`config.mk`:
```
export PLATFORM = sky130hd
export DESIGN_NAME = seg7_to_bcd_encoder
export DESIGN_NICKNAME = d
export VERILOG_FILES = /design/src/rtl/seg7_pkg.sv /design/src/rtl/seg7_pattern_lookup.sv /design/src/rtl/seg7_to_bcd_encoder.sv
export SDC_FILE = /design/constraint.sdc
export NUM_CORES = 1
export LEC_CHECK = 0
export CORE_UTILIZATION = 47
export DETAILED_ROUTE_END_ITERATION = 7
export GPL_ROUTABILITY_DRIVEN = 0
export PLACE_DENSITY = 0.65
export SYNTH_ARGS = -nofsm -noshare
export SYNTH_HDL_FRONTEND = slang
export SYNTH_SLANG_ARGS = --single-unit
```
`constraint.sdc`:
```
create_clock -name clk -period 3.05 [get_ports clk]
set_clock_uncertainty 0.1 [all_clocks]
set_input_delay 0.4575 -clock clk [delete_from_list [all_inputs] [get_ports clk]]
set_output_delay 0.4575 -clock clk [all_outputs]
set_load 0.05 [all_outputs]
```
`src/rtl/seg7_pkg.sv`:
```
// Shared seven-segment definitions: segment patterns (bit6=g .. bit0=a,
// active-low), the default debounce depth, the encoder FSM state type and
// the decoded-result record. Also used by the display decoder.
package seg7_pkg;

    // Default number of identical synchronized samples before acceptance
    localparam int unsigned STABLE_CYCLES_DEFAULT = 4;

    // Decimal digit patterns
    localparam logic [6:0] SEG_0 = 7'b1000000;
    localparam logic [6:0] SEG_1 = 7'b1111001;
    localparam logic [6:0] SEG_2 = 7'b0100100;
    localparam logic [6:0] SEG_3 = 7'b0110000;
    localparam logic [6:0] SEG_4 = 7'b0011001;
    localparam logic [6:0] SEG_5 = 7'b0010010;
    localparam logic [6:0] SEG_6 = 7'b0000010;
    localparam logic [6:0] SEG_7 = 7'b1111000;
    localparam logic [6:0] SEG_8 = 7'b0000000;
    localparam logic [6:0] SEG_9 = 7'b0010000;

    // Special patterns
    localparam logic [6:0] SEG_DASH  = 7'b0111111;
    localparam logic [6:0] SEG_BLANK = 7'b1111111;

    // Hex letter patterns (A, b, C, d, E, F)
    localparam logic [6:0] SEG_HEX_A = 7'b0001000;
    localparam logic [6:0] SEG_HEX_B = 7'b0000011;
    localparam logic [6:0] SEG_HEX_C = 7'b1000110;
    localparam logic [6:0] SEG_HEX_D = 7'b0100001;
    localparam logic [6:0] SEG_HEX_E = 7'b0000110;
    localparam logic [6:0] SEG_HEX_F = 7'b0001110;

    // Digit code reported for anything that is not a digit
    localparam logic [3:0] DIGIT_NONE = 4'hF;

    // Encoder debounce FSM
    typedef enum logic [1:0] {
        ST_IDLE   = 2'd0,
        ST_SETTLE = 2'd1,
        ST_HOLD   = 2'd2
    } seg7_state_e;

    // Decoded result as held on the output port
    typedef struct packed {
        logic [3:0] digit;
        logic       dash;
        logic       err;
    } seg7_result_t;

    localparam seg7_result_t RESULT_RESET = '{digit: 4'hF, dash: 1'b0, err: 1'b0};

    // True when no segment is lit
    function automatic logic seg_is_blank(input logic [6:0] pat);
        return (pat == SEG_BLANK);
    endfunction

endpackage : seg7_pkg

```
`src/rtl/seg7_pattern_lookup.sv`:
```
// Pure combinational seven-segment pattern lookup.
// Optional feature: define SEG7_ENC_HEX_EN to also decode A..F to 4'hA..4'hF;
// without it those six letters are reported as unlisted (err=1).
module seg7_pattern_lookup
    import seg7_pkg::*;
(
    input  logic [6:0] seg_pat,
    output logic [3:0] digit,
    output logic       dash,
    output logic       err
);

    // Map one active-low segment pattern to digit / dash / error flags
    always_comb begin
        digit = DIGIT_NONE;
        dash  = 1'b0;
        err   = 1'b0;
        case (seg_pat)
            SEG_0:     digit = 4'h0;
            SEG_1:     digit = 4'h1;
            SEG_2:     digit = 4'h2;
            SEG_3:     digit = 4'h3;
            SEG_4:     digit = 4'h4;
            SEG_5:     digit = 4'h5;
            SEG_6:     digit = 4'h6;
            SEG_7:     digit = 4'h7;
            SEG_8:     digit = 4'h8;
            SEG_9:     digit = 4'h9;
            SEG_DASH:  dash  = 1'b1;
            // Blank never produces an event; report it as a neutral non-digit
            SEG_BLANK: digit = DIGIT_NONE;
`ifdef SEG7_ENC_HEX_EN
            SEG_HEX_A: digit = 4'hA;
            SEG_HEX_B: digit = 4'hB;
            SEG_HEX_C: digit = 4'hC;
            SEG_HEX_D: digit = 4'hD;
            SEG_HEX_E: digit = 4'hE;
            SEG_HEX_F: digit = 4'hF;
`endif
            default:   err   = 1'b1;
        endcase
    end

endmodule : seg7_pattern_lookup

```
`src/rtl/seg7_to_bcd_encoder.sv`:
```
// Seven-segment to BCD encoder: synchronizes an asynchronous active-low
// segment bus, debounces it for STABLE_CYCLES samples, decodes the settled
// pattern and presents the result on a valid/ready output with overrun flag.
// Optional feature: SEG7_ENC_HEX_EN (hex letter decode, see seg7_pattern_lookup).
module seg7_to_bcd_encoder
    import seg7_pkg::*;
#(
    parameter int unsigned STABLE_CYCLES = STABLE_CYCLES_DEFAULT
)(
    input  logic       clk,
    input  logic       rst_n,
    input  logic [6:0] seg_in,
    input  logic       out_ready,
    output logic       out_valid,
    output logic [3:0] out_digit,
    output logic       out_dash,
    output logic       out_err,
    output logic       overrun
);

    localparam logic [7:0] STABLE_LIMIT = 8'(STABLE_CYCLES);

    // Synchronizer and change-detection history
    logic [6:0]   sync1_q;
    logic [6:0]   seg_s_q;
    logic [6:0]   seg_prev_q;

    // Debounce state
    seg7_state_e  state_q, state_d;
    logic [7:0]   cnt_q, cnt_d;
    logic [6:0]   last_q, last_d;

    // Output holding registers
    seg7_result_t res_q, res_d;
    logic         valid_q, valid_d;
    logic         overrun_q, overrun_d;

    // Combinational helpers
    logic         blank_s;
    logic         changed_s;
    logic         settle_done_s;
    logic         event_s;
    seg7_result_t lookup_s;

    assign blank_s   = seg_is_blank(seg_s_q);
    assign changed_s = (seg_s_q != seg_prev_q);

    seg7_pattern_lookup u_lookup (
        .seg_pat (seg_s_q),
        .digit   (lookup_s.digit),
        .dash    (lookup_s.dash),
        .err     (lookup_s.err)
    );

    // Two-flop synchronizer plus one-cycle history of the synchronized bus
    always_ff @(posedge clk or negedge rst_n) begin
        if (!rst_n) begin
            sync1_q    <= SEG_BLANK;
            seg_s_q    <= SEG_BLANK;
            seg_prev_q <= SEG_BLANK;
        end else begin
            sync1_q    <= seg_in;
            seg_s_q    <= sync1_q;
            seg_prev_q <= seg_s_q;
        end
    end

    // Debounce FSM next state, stability counter and event generation
    always_comb begin
        state_d       = state_q;
        cnt_d         = cnt_q;
        last_d        = last_q;
        settle_done_s = 1'b0;
        event_s       = 1'b0;

        case (state_q)
            ST_IDLE: begin
                if (!blank_s && changed_s) begin
                    state_d = ST_SETTLE;
                    cnt_d   = 8'd1;
                end else begin
                    cnt_d   = 8'd0;
                end
            end
            ST_SETTLE: begin
                if (blank_s) begin
                    state_d = ST_IDLE;
                    cnt_d   = 8'd0;
                end else if (changed_s) begin
                    cnt_d   = 8'd1;
                end else if (cnt_q >= STABLE_LIMIT) begin
                    state_d       = ST_HOLD;
                    settle_done_s = 1'b1;
                end else begin
                    cnt_d   = cnt_q + 8'd1;
                end
            end
            ST_HOLD: begin
                if (blank_s) begin
                    state_d = ST_IDLE;
                    cnt_d   = 8'd0;
                end else if (changed_s) begin
                    state_d = ST_SETTLE;
                    cnt_d   = 8'd1;
                end else begin
                    state_d = ST_HOLD;
                end
            end
            default: begin
                state_d = ST_IDLE;
                cnt_d   = 8'd0;
            end
        endcase

        // A blank forgets the last pattern so the same digit can be re-entered;
        // a re-settle onto the last pattern without a blank is a glitch.
        if (blank_s) begin
            last_d = SEG_BLANK;
        end else if (settle_done_s && (seg_s_q != last_q)) begin
            event_s = 1'b1;
            last_d  = seg_s_q;
        end else begin
            last_d = last_q;
        end
    end

    // Debounce state registers
    always_ff @(posedge clk or negedge rst_n) begin
        if (!rst_n) begin
            state_q <= ST_IDLE;
            cnt_q   <= 8'd0;
            last_q  <= SEG_BLANK;
        end else begin
            state_q <= state_d;
            cnt_q   <= cnt_d;
            last_q  <= last_d;
        end
    end

    // Output handshake: load, hold, clear on accept, or drop with overrun
    always_comb begin
        res_d     = res_q;
        valid_d   = valid_q;
        overrun_d = 1'b0;

        if (event_s) begin
            if (!valid_q || out_ready) begin
                res_d   = lookup_s;
                valid_d = 1'b1;
            end else begin
                overrun_d = 1'b1;
            end
        end else if (valid_q && out_ready) begin
            valid_d = 1'b0;
        end else begin
            valid_d = valid_q;
        end
    end

    // Output registers
    always_ff @(posedge clk or negedge rst_n) begin
        if (!rst_n) begin
            res_q     <= RESULT_RESET;
            valid_q   <= 1'b0;
            overrun_q <= 1'b0;
        end else begin
            res_q     <= res_d;
            valid_q   <= valid_d;
            overrun_q <= overrun_d;
        end
    end

    assign out_valid = valid_q;
    assign out_digit = res_q.digit;
    assign out_dash  = res_q.dash;
    assign out_err   = res_q.err;
    assign overrun   = overrun_q;

endmodule : seg7_to_bcd_encoder

```
* Word level (Yosys, flattened, before mapping)
Index checks and enable logic that the tools add are counted.
** Word-level totals
- Bits in registers :: 46
- Latch bits :: 0
- Memory bits (writable) :: 0
- ROM bits :: 0
- Bits of input ports :: 10
- Output and inout port bits :: 8
- Word-level logic and storage cells :: 79
- Memories :: 0
** Cells by class
- Add/sub/neg operators :: 1
- Multipliers :: 0
- Div/mod/pow operators :: 0
- Order comparisons :: 1
- Equality and inequality tests :: 21
- Shifts and indexed selects :: 0
- Muxes and demuxes :: 30
- Bitwise gates (word level) :: 0
- Reductions and logical operators :: 15
** Operator list (number)
- 8-bit 2-to-1 mux :: 5
- 4-bit one-hot mux with 10 select lines :: 1
- 7-bit == test, second input constant :: 4
- 8-bit one-hot mux with 3 select lines :: 1
- 7-bit by 5-bit == test with 1-bit output, second input constant :: 3
- 7-bit by 6-bit == test with 1-bit output, second input constant :: 3
- 1-bit 2-to-1 mux :: 14
- 7-bit 2-to-1 mux :: 2
- 7-bit != test :: 2
- 2-bit 2-to-1 mux :: 6
- 12-bit OR reduction :: 1
- 3-bit != test, second input constant :: 3
- 8-bit by 1-bit adder with 8-bit output, second input constant :: 1
- 8-bit by 3-bit greater-or-equal comparator with 1-bit output, second input constant :: 1
- 7-bit by 2-bit == test with 1-bit output, second input constant :: 1
- 7-bit zero test :: 1
- 2-bit one-hot mux with 3 select lines :: 1
- 2-bit AND reduction :: 3
- 4-bit != test, second input constant :: 1
- 2-bit nonzero test :: 2
- 1-bit logical AND :: 3
- 3-bit AND reduction :: 1
- 2-bit by 1-bit == test with 1-bit output, second input constant :: 1
- 2-bit == test, second input constant :: 1
- 5 further kinds :: 6

* Depth between registers and ports, before layout
- Depth in word-level cells :: 10
- Gate-level depth with buffers :: 7
- Depth with buffers taken out :: 5

* Cells and area by module
A second synthesis with hierarchy kept.
** Second synthesis, totals
- Cells, all modules :: 152
- Area total of the unflattened synthesis :: 2042.0 µm²
** Modules (own cells, without submodules)
- seg7_to_bcd_encoder :: times used 1, cells each 118, area each 1798.0 µm², seq. area each 1191.1 µm²
- seg7_pattern_lookup :: times used 1, cells each 34, area each 244.0 µm², seq. area each 0.0 µm²

* Worst setup path before layout
No wires, ideal clock.
- Path kind :: reg2reg
- From :: reg seg_s_q[5]
- To :: reg res_q, in the netlist out_dash
- Library setup time :: 0.125 ns
- Arrival :: 1.871 ns
- Setup slack :: 0.954 ns
- Stages on the path, launching flop included :: 8
- Buffers on the path :: 2
- Cell sequence :: dfstp_2 buf_6 xor2_1 nor4_1 a211oi_2 and4_1 buf_6 mux2_4
** Between the ends
- Longest elaborated chain between the ends :: 8
- Elaborated cells between the ends (all ways) :: 12
** Ends and longest elaborated chain
- from (decl) :: line seg7_to_bcd_encoder.sv:25 : logic [6:0] seg_s_q;
- from (signal assigned) :: line seg7_to_bcd_encoder.sv:63 : seg_s_q <= sync1_q;
- 7-bit != test :: line seg7_to_bcd_encoder.sv:46 : assign changed_s = (seg_s_q != seg_prev_q);
- 1-bit 2-to-1 mux :: line seg7_to_bcd_encoder.sv:89 : end else if (changed_s) begin
- 1-bit 2-to-1 mux :: line seg7_to_bcd_encoder.sv:86 : if (blank_s) begin
- 1-bit 2-to-1 mux :: line seg7_to_bcd_encoder.sv:76 : case (state_q)
- 1-bit logical AND :: line seg7_to_bcd_encoder.sv:119 : end else if (settle_done_s && (seg_s_q != last_q)) begin
- 1-bit 2-to-1 mux :: line seg7_to_bcd_encoder.sv:119
- 1-bit 2-to-1 mux :: line seg7_to_bcd_encoder.sv:117 : if (blank_s) begin
- 2-bit AND reduction (no line)
- to (signal assigned) :: line seg7_to_bcd_encoder.sv:167 : res_q <= res_d;
- to (decl) :: line seg7_to_bcd_encoder.sv:34 : seg7_result_t res_q, res_d;
Parallel ways exist; a longest one is shown, timed or not.
A chain may end at the register's enable or synchronous reset.

* Worst setup path after layout
- From :: reg seg_s_q[4]
- To :: reg res_q, in the netlist out_dash
The elaborated chain is that of the path after synthesis.

==> impl_metrics.yaml <==
global_route:
  grt_pass1_vias: 1308
  grt_start_max_net_pins: 47
  grt_remaining_overflow: 0
  grt_first_pass_wirelength_mm: 6.141
  total_global_route_track_usage: 0.1832
  number_of_antenna_violations_at_the_first_check_in_global_routing: 0
logic_synthesis:
  synth_compound_gate_area_share: 0.09356
  synth_cell_type_count: 45
  synthXorXnorAreaFrac: 0.06257
  yosys-mux-area-fraction: 0.06734
  post_synth_inst_count: 176
  synthAdderAreaFrac: 0.01192
  async_reset_ff_frac: 1.000
  ys_seq_area_frac: 0.5673
  mappedNetlistNets: 188
  syn-cell-area_um2: 2100
  yosysWarnings: 0
  yosys.area_share.simple: 0.1609
  postSynthAreaPerCell_um2: 11.93
  number_of_flip_flops_and_latches_in_the_synthesized_netlist: 46
  main_combinational_cell_family_by_area_after_synthesis: "simple AND/OR/NAND/NOR gates"
  synth-edff-count: 0
  synthFlopType: "sky130_fd_sc_hd__dfstp_2"
timing:
  fin_hold_ws_ps: 202.0
  max_slew.worst_pin.slew_ps: 954.2
  final-max-slew-violation-count: 0
  max_slew_margin: 0.3638
  hold_violations: 0
  fin_crit_ps: 2562
  final.period_utilization: 0.8400
  timing.final.setup_violations: 0
  final.setup.tns_ps: 0
  highest_clock_frequency_the_design_can_meet_mhz: 390.3
  rsz_0062_raised_after_global_routing: "no"
power_and_ir_drop:
  cellPowerDensity_nw_per_um2: 528.7
  p_leak_uw: 0.0009881
  peakVddDrop_mv: 0.2810
setup_path:
  worst-path-buf-inv: 0
  crit_path_max_fanout: 13
  crit-reg2reg-launch: "seg_s_q[4]$_DFF_PN1_"
  cpLargestDelayFamily: "simple AND/OR/NAND/NOR gates"
  timing_worst_setup_path_type: "register to register"
  crit_path_top_delay_cell: "sky130_fd_sc_hd__dfstp_2"
  cell_chain_critical_path: "xor2_1 > nor4_2 > and2_1 > and4_1 > mux2_4"
  worstSetupStartpointType: "register"
  cp.arrival_ps: 2650
  critical_path.startpoint: "seg_s_q[4]$_DFF_PN1_"
  cp.required_ps: 3140
  critical-path-max-stage-delay_ps: 690
  crit_path_end_kind: "register"
cts:
  cts.path.max_buffers: 2
  clk_pin_slew_ps: 80
  insertion_delay_ps: 300
  cts_made_buffers: 5
  clk_root_buffer_cell: "sky130_fd_sc_hd__clkbuf_8"
  cts_tree: "built"
  ctsHoldBuffers: 0
  post_cts_buffers: 0
  clock_sinks: 46
  cts.htree.levels: 2
  post_cts.resized_instances: 0
finish:
  area.sequential_um2: 1191
  multi_input_area_um2: 832.0
  layoutNonFillerInstCount: 243
  area_growth_from_synthesis_to_layout_pct: 14.60
  fillerInstances: 360
  layout.nets: 204
  n_antenna_cell: 0
  final_layout_size_suffix_gt1_frac: 0.2953
die:
  floorplan.core_area_um2: 4144
  die-width_um: 68.84
  fp.dieH_um: 68.84
  row_count: 23
  initial_utilization: 0.5066
  fp.dieArea_um2: 4738
  ports_placed_on_the_boundary: 18
route:
  viasPerCell: 5.490
  number_of_routed_nets_with_antenna_violations: 0
  first_iter_violations: 74
  detailed_router_iteration_count_before_antenna_repair: 4
  dr_total_vias: 1334
  routed_wl_mm: 3.495
  wire_per_inst_um: 14.38
  drc_violations_left: 0
outcome:
  status: "finished, final reports clean"
place:
  placed_cells_incl_taps: 235
  port_buffers: 17
  dp_hpwl_mm: 2.424
worst_hold_path:
  min_path_type: "primary input to asynchronous set/reset pin"
flow_run:
  maxCapViolCount: 0
[layout make-up]
cell class / instances / share of cell area
inverters: 6 / 0.009360
clock inverters: 2 / 0.01612
well taps: 50 / 0.02600
multi-input cells: 116 / 0.3458
clock buffers: 6 / 0.03900
repair buffers: 17 / 0.06864
flip-flops and latches: 46 / 0.4951
[path summary, 6_finish.rpt]
path                                   endpoint  slack, ps  depth (start not counted)
max in group asynchronous   out_err$_DFFE_PN0P_       2070                          1
max                        out_dash$_DFFE_PN0P_        490                          5
min                        cnt_q[0]$_DFFE_PN0P_        200                          1
max reg2reg                out_dash$_DFFE_PN0P_        490                          5
min in group clk           seg_s_q[4]$_DFF_PN1_        260                          0
min reg2reg                seg_s_q[4]$_DFF_PN1_        260                          0
[synth_stat cells (all sizes together), types with 3 or more instances]
library cell	n	share of area
inv	6	0.011
a21boi	3	0.011
buf	5	0.020
a31oi	3	0.0089
o21ai	7	0.017
xor2	15	0.063
dfstp	32	0.40
nand3	3	0.0071
nand2	8	0.014
mux2	10	0.063
nor2	8	0.014
clkbuf	3	0.0054
nor3	8	0.019
a21oi	5	0.014
dfrtp	14	0.17
nand2b	4	0.012
and2	10	0.030
nor4	5	0.018
[power breakdown]
group	switching, µW	internal, µW
Sequential	31.6	660
Combinational	40.7	40.9
Clock	204	295
[cells in the final DEF (no fill, tap or decap), drive strengths merged, types with 2 or more instances in the layout]
cell type and instances:
o22ai 2, nor4 5, or3 2, a21boi 3, dfrtp 14, xor2 15
nor3 8, clkdlybuf4s50 16, dfstp 32, a211oi 2, inv 6, clkbuf 6
mux2 10, nor2 8, o21ai 7, nand4b 2, nor3b 2, and3 2
ha 2, nand2b 4, nand2 8, and2 10, a21oi 5, nand3 3
a31oi 3
[logic make-up (layout without fill, tap and decap cells)]
group           count (synthesis)  after routing
flops                          46             46
simple gates                   59             59
fa+ha+maj                       2              2
xor+xnor                       15             15
mux                            11             11
buf+inv                        14             31
compound gates                 29             29
[flip-flops by register name, indices dropped and copies added, names as in the netlist]
| register | count |
|---|---|
| cnt_q | 8 |
| last_q | 7 |
| seg_prev_q | 7 |
| seg_s_q | 7 |
| sync1_q | 7 |
| out_digit | 4 |
| state_q | 2 |
| out_dash | 1 |
| out_err | 1 |
| out_valid | 1 |
| overrun | 1 |
[per-layer routing]
metal  part of all wire  global-route usage  vias to the layer above
met4              0.020             0.08163                        0
met2               0.46              0.2782                       38
met1               0.48              0.2373                      637
li1                   -                   -                      650
met3              0.043             0.06086                        9
met5                  0                   0                        -
[stage by stage]
| step | worst slack, ps | area (µm²) | total power [µW] | utilization |
|---|---|---|---|---|
| floorplan | 954.0 | 2100 | 749.1 | - |
| global placement | 647.4 | 2273 | 780.5 | 0.5486 |
| detailed placement | 528.4 | 2273 | 784.3 | 0.5486 |
| CTS | 508.9 | 2406 | 1288 | 0.5806 |
| global route | 331.8 | 2406 | 1340 | 0.5806 |
| finish | 487.9 | 2406 | 1272 | 0.5806 |
No activity file was read; power rests on OpenSTA's default activity.
